--- config.mk ---
export PLATFORM = sky130hd
export DESIGN_NAME = muxn_arb
export DESIGN_NICKNAME = d
export VERILOG_FILES = /design/src/rtl/muxn_pkg.sv /design/src/rtl/muxn_arb_rr_arbiter.sv /design/src/rtl/muxn_arb.sv
export SDC_FILE = /design/constraint.sdc
export NUM_CORES = 1
export LEC_CHECK = 0
export CAP_MARGIN = 10
export CORE_AREA = 4 4 127 129
export DETAILED_ROUTE_END_ITERATION = 6
export DIE_AREA = 0 0 131 133
export HOLD_SLACK_MARGIN = 0.1
export PLACE_DENSITY = 0.71
export RECOVER_POWER = 50
export SLEW_MARGIN = 40
export SYNTH_ARGS = -nofsm -noshare
export SYNTH_HDL_FRONTEND = slang
export SYNTH_SLANG_ARGS = --single-unit
export TNS_END_PERCENT = 10
--- constraint.sdc ---
create_clock -name clk -period 1.5 [get_ports clk]
set_clock_uncertainty 0.05 [all_clocks]
set_input_delay 0.3 -clock clk [delete_from_list [all_inputs] [get_ports clk]]
set_output_delay 0.3 -clock clk [all_outputs]
set_load 0.005 [all_outputs]
--- src/rtl/muxn_pkg.sv ---
// muxn_arb shared types and defaults.
// Used by the N-input registered mux and its round-robin arbiter.
package muxn_pkg;

  typedef enum logic {
    MODE_SEL,
    MODE_RR
  } mux_mode_e;

  localparam int DEFAULT_WIDTH = 64;
  localparam int DEFAULT_N     = 4;

endpackage

--- src/rtl/muxn_arb_rr_arbiter.sv ---
// Rotating-priority pick for muxn_arb.
// Scans ptr+1 .. ptr cyclically and returns the first requester.
module rr_arbiter
  import muxn_pkg::*;
#(
  parameter int N    = DEFAULT_N,
  parameter int SELW = $clog2(N)
) (
  input  logic [N-1:0]    req,
  input  logic [SELW-1:0] ptr,
  output logic [SELW-1:0] gnt_idx,
  output logic            gnt_any
);

  logic [SELW-1:0] c;

  // Walk farthest-to-nearest so the nearest hit is the last write
  always_comb begin
    gnt_idx = '0;
    gnt_any = 1'b0;
    c       = '0;
    for (int i = N; i >= 1; i--) begin
      c = SELW'((int'(ptr) + i) % N);
      if (req[c]) begin
        gnt_idx = c;
        gnt_any = 1'b1;
      end
    end
  end

endmodule

--- src/rtl/muxn_arb.sv ---
// N-input registered mux with valid/ready on every channel.
// MUXN_ARB_RR_EN builds the round-robin mode, ptr and arbiter.
module muxn_arb
  import muxn_pkg::*;
#(
  parameter int WIDTH = DEFAULT_WIDTH,
  parameter int N     = DEFAULT_N,
  parameter int SELW  = $clog2(N)
) (
  input  logic                      clk,
  input  logic                      reset_n,
  input  logic [N-1:0][WIDTH-1:0]   in_data,
  input  logic [N-1:0]              in_valid,
  output logic [N-1:0]              in_ready,
  input  logic [SELW-1:0]           sel,
  input  logic                      sel_mode,
  output logic [WIDTH-1:0]          out_data,
  output logic                      out_valid,
  input  logic                      out_ready,
  output logic [SELW-1:0]           out_src
);

  logic            load;
  logic            xfer;
  logic            gok;
  logic [SELW-1:0] gidx;

  assign load = !out_valid || out_ready;

`ifdef MUXN_ARB_RR_EN
  logic [SELW-1:0] ptr;
  logic [SELW-1:0] rr_idx;
  logic            rr_any;
  mux_mode_e       mode;

  assign mode = mux_mode_e'(sel_mode);

  rr_arbiter #(
    .N    (N),
    .SELW (SELW)
  ) u_rr (
    .req     (in_valid),
    .ptr     (ptr),
    .gnt_idx (rr_idx),
    .gnt_any (rr_any)
  );

  // Current mode picks the grant source
  always_comb begin
    gidx = sel;
    gok  = (int'(sel) < N);
    if (mode == MODE_RR) begin
      gidx = rr_idx;
      gok  = rr_any;
    end
  end

  // Priority rotates past the channel that just transferred
  always_ff @(posedge clk) begin
    if (!reset_n) begin
      ptr <= SELW'(N - 1);
    end else if (mode == MODE_RR && xfer) begin
      ptr <= gidx;
    end
  end
`else
  logic unused_mode;

  assign unused_mode = sel_mode;
  assign gidx        = sel;
  assign gok         = (int'(sel) < N);
`endif

  // One-hot ready on the granted channel when the register can load
  always_comb begin
    in_ready = '0;
    if (load && gok) begin
      in_ready[gidx] = 1'b1;
    end
  end

  assign xfer = |(in_ready & in_valid);

  // One-entry output register
  always_ff @(posedge clk) begin
    if (!reset_n) begin
      out_valid <= 1'b0;
      out_data  <= '0;
      out_src   <= '0;
    end else if (xfer) begin
      out_valid <= 1'b1;
      out_data  <= in_data[gidx];
      out_src   <= gidx;
    end else if (out_ready) begin
      out_valid <= 1'b0;
    end
  end

endmodule

==> flow_metrics.py <==
metrics = {
    "clocking": {
        "worst_skew_pair.late_latency_ns": 0.32,
        "cts_made_buffers": 9,
        "max-clock-path-buffers": 2,
        "h-tree-depth": 3,
        "cts_tree": "done",
        "clkTransAtPathRegs_ns": 0.06,
        "clock-sinks": 67,
        "cts-root-buf": "clkbuf_16",
    },
    "grt": {
        "track_usage_pct": 19.3,
        "grt_pass1_wl_mm": 26.5,
        "grt_start_max_net_pins": 68,
        "first_global_vias": 5195,
        "grt_overflow": 0,
        "antenna_found_initial": 0,
    },
    "yosys": {
        "ys_seq_area_share_pct": 30.9,
        "avgSynthCellArea_um2": 11.1,
        "syn_area_um2": 4340,
        "netlist-cell-type-count": 25,
        "synth_compound_area_share_pct": 19.2,
        "async_reset_ff_share_pct": 0,
        "yosys.area_share.adder_pct": 0,
        "synthTopCellsByArea": "mux4_2 (33%), dfxtp_1 (31%), a21boi_1 (9.0%)",
        "synth_top_family_by_area": "multiplexers",
        "synth_top_area_share_pct": 33.2,
        "synthFlopType": "dfxtp_1",
        "synth_nets": 658,
        "yosysMostFrequentCell": "dfxtp_1",
        "synth_top_cell_by_area": "mux4_2",
        "synth-seq-cells": 67,
        "yosys.area_share.simple_pct": 9.14,
        "synth-xor-area-share_pct": 0,
        "synth_cells": 392,
        "synth_top_cells_by_count": "dfxtp_1 (67), nand3_1 (66), mux4_2 (64)",
        "synth_edf_count": 0,
        "synth_mux_area_share_pct": 33.8,
        "yosys_warnings": 0,
    },
    "power_and_ir_drop": {
        "fin_total_pwr_uw": 6140,
        "ir_drop_v": 0.000446,
        "switching_share_pct": 25.3,
        "p_sw_uw": 1560,
        "clkPwrFrac_pct": 34.1,
        "p_comb_share_pct": 33.0,
        "power_leakage_uw": 0.00329,
        "intPower_uw": 4590,
        "power_density_nw_per_um2": 733,
        "seqPwrFrac_pct": 32.8,
    },
    "setup_path": {
        "crit_fanout": 16,
        "cp_top_family": "buffers and inverters",
        "criticalPathCategory": "input pin to flop",
        "slowest_stage": "clkdlybuf4s50_1",
        "path_cells": "clkdlybuf4s50_1 > mux2_4 > and3_4 > clkbuf_16 > o31a_1",
        "crit_path_end_kind": "flop",
        "cp_num_buf_inv": 2,
        "rrSetupSlack_ns": 0.08,
        "cp.required_ns": 1.66,
        "rr_worst_depth": 5,
        "arrival_ns": 1.69,
        "crit_path_max_incr_delay_ns": 0.40,
        "start_kind": "input pin",
        "r2r-end": "out_data[22]$_SDFFE_PN0P_",
        "r2r-start": "out_valid$_SDFFE_PN0P_",
    },
    "timing": {
        "rsz0062_at_grt": "true",
        "worst_slack_ns": -0.0295,
        "max_slew.worst_pin.slew_ns": 0.349,
        "setup_tns_ns": -0.0517,
        "relSlewSlack_pct": 76.7,
        "hold_viol_final": 0,
        "report.final.slew_viol_count": 0,
        "min_period_over_period_pct": 102,
        "fmax_ghz": 0.654,
        "hold-worst-slack_ns": 0.365,
        "finalCriticalPeriod_ns": 1.53,
        "finalSetupViolations": 4,
    },
    "finish": {
        "final_cell_count_no_fill": 916,
        "drive_gt1_share_pct": 19.6,
        "fin_nets": 989,
        "syn2layout_area_growth_pct": 93.1,
        "num_antenna_cells": 0,
        "fillers": 1320,
    },
    "place": {
        "gp_congestion": 0.812,
        "io_buffers": 335,
        "placed_cells_incl_taps": 893,
        "place_hpwl_mm": 14.2,
    },
    "drt": {
        "drc": 0,
        "drt_iter0_drc": 254,
        "vias": 4785,
        "wirelength_mm": 18.1,
        "first_pass_iters": 4,
        "ant_nets": 0,
        "via_per_inst": 5.22,
        "wl_per_cell_um": 19.8,
    },
    "die": {
        "chipWidth_um": 131,
        "die_y_um": 133,
        "ioPinCount": 337,
        "num_rows": 45,
        "start_util_pct": 28.9,
        "core_area_um2": 15000,
        "die_area_um2": 17400,
    },
    "hold_path": {
        "worst_hold_path.endpoint": "out_valid$_SDFFE_PN0P_",
        "hold_depth": 3,
        "hold_path_class": "input pin to flop",
        "hp-start": "reset_n",
    },
    "run": {
        "cap_violations": 0,
    },
    "status": {
        "status": "complete, but fails checks",
        "violations": "negative setup slack",
    },
}
-- through the flow --
stage               cell area (µm²)  worst slack [ns]  util [%]
CTS                            8270           -0.0868      55.0
global placement               7990            -0.530      53.2
finish                         8380           -0.0295      55.8
detailed placement             7990            -0.580      53.2
global route                   8380           -0.0512      55.8
floorplan                      4370           0.00212         -
-- tightest hold or removal path: stages --
cell    delay [ns]
buf_2         0.11
buf_12        0.16
o31a_1        0.12
-- final cells by class --
class / instances / area [µm²] / area share, %
multi-input cells: 275 / 2790 / 33.3
repair buffers: 370 / 3720 / 44.3
clock buffers: 11 / 243 / 2.90
clock inverters: 5 / 52.6 / 0.627
flip-flops and latches: 67 / 1350 / 16.1
well taps: 188 / 235 / 2.81
-- power by group through the flow --
| stage | registers, µW | clock network [µW] | logic [µW] |
|---|---|---|---|
| 2_1_floorplan | 2060 | 0 | 797 |
| 3_3_place_gp | 2050 | 0 | 2020 |
| 3_5_place_dp | 2060 | 0 | 2050 |
| 4_1_cts | 2020 | 2140 | 1980 |
| 5_1_grt | 2030 | 2200 | 2170 |
| 6_report | 2020 | 2100 | 2030 |
-- cells by family after synthesis --
family                 count (synthesis)
AOI/OAI and AO/OA                    132
buffers and inverters                 51
DFF                                   67
muxes                                 66
and+or+nand+nor                       76
-- worst max-delay path by stage --
stage	start	end	slack (ns)	depth (start not counted)
after global routing	out_valid$_SDFFE_PN0P_	in_ready[2]	-0.05	5
after global placement	out_ready	out_data[48]$_SDFFE_PN0P_	-0.53	6
after floorplan	sel[0]	out_data[18]$_SDFFE_PN0P_	0.002	7
final	in_valid[2]	out_valid$_SDFFE_PN0P_	-0.03	5
after detailed placement	out_ready	out_data[47]$_SDFFE_PN0P_	-0.58	6
after CTS	out_valid$_SDFFE_PN0P_	in_ready[2]	-0.09	5
-- sequential cells by signal, summed over array words and instances (netlist names) --
signal / flops
out_src: 2
out_data: 64
out_valid: 1
-- cell usage in the layout (no fill, tap or decap), drive strengths merged, types with 2 or more instances in the layout --
cell type        n
a21boi          65
dlymetal6s2s     2
o21ai           65
buf             40
and3             3
nand3           66
dlygate4sd2     68
clkinv           3
nor3             2
clkbuf          13
dfxtp           67
mux4            64
clkdlybuf4s50  258
-- per-layer routing --
layer	routed length, µm	share of wire, %	vias up	track usage, %
met5	0	0	-	0
met3	1440	8.0	29	4.44
met2	9610	53	226	35.4
li1	-	-	2206	-
met1	6630	37	2324	21.4
met4	421	2.3	0	7.09
-- timing repair --
item / 4_1_cts / 5_1_grt
setup buffers: 3 / 1
pin swaps: 3 / 4
cloned: 0 / 3
hold buffers: 0 / 0
gates resized for setup: 100 / 39
setup endpoints to repair: 138 / 61
Power figures use the tool's default switching activity.
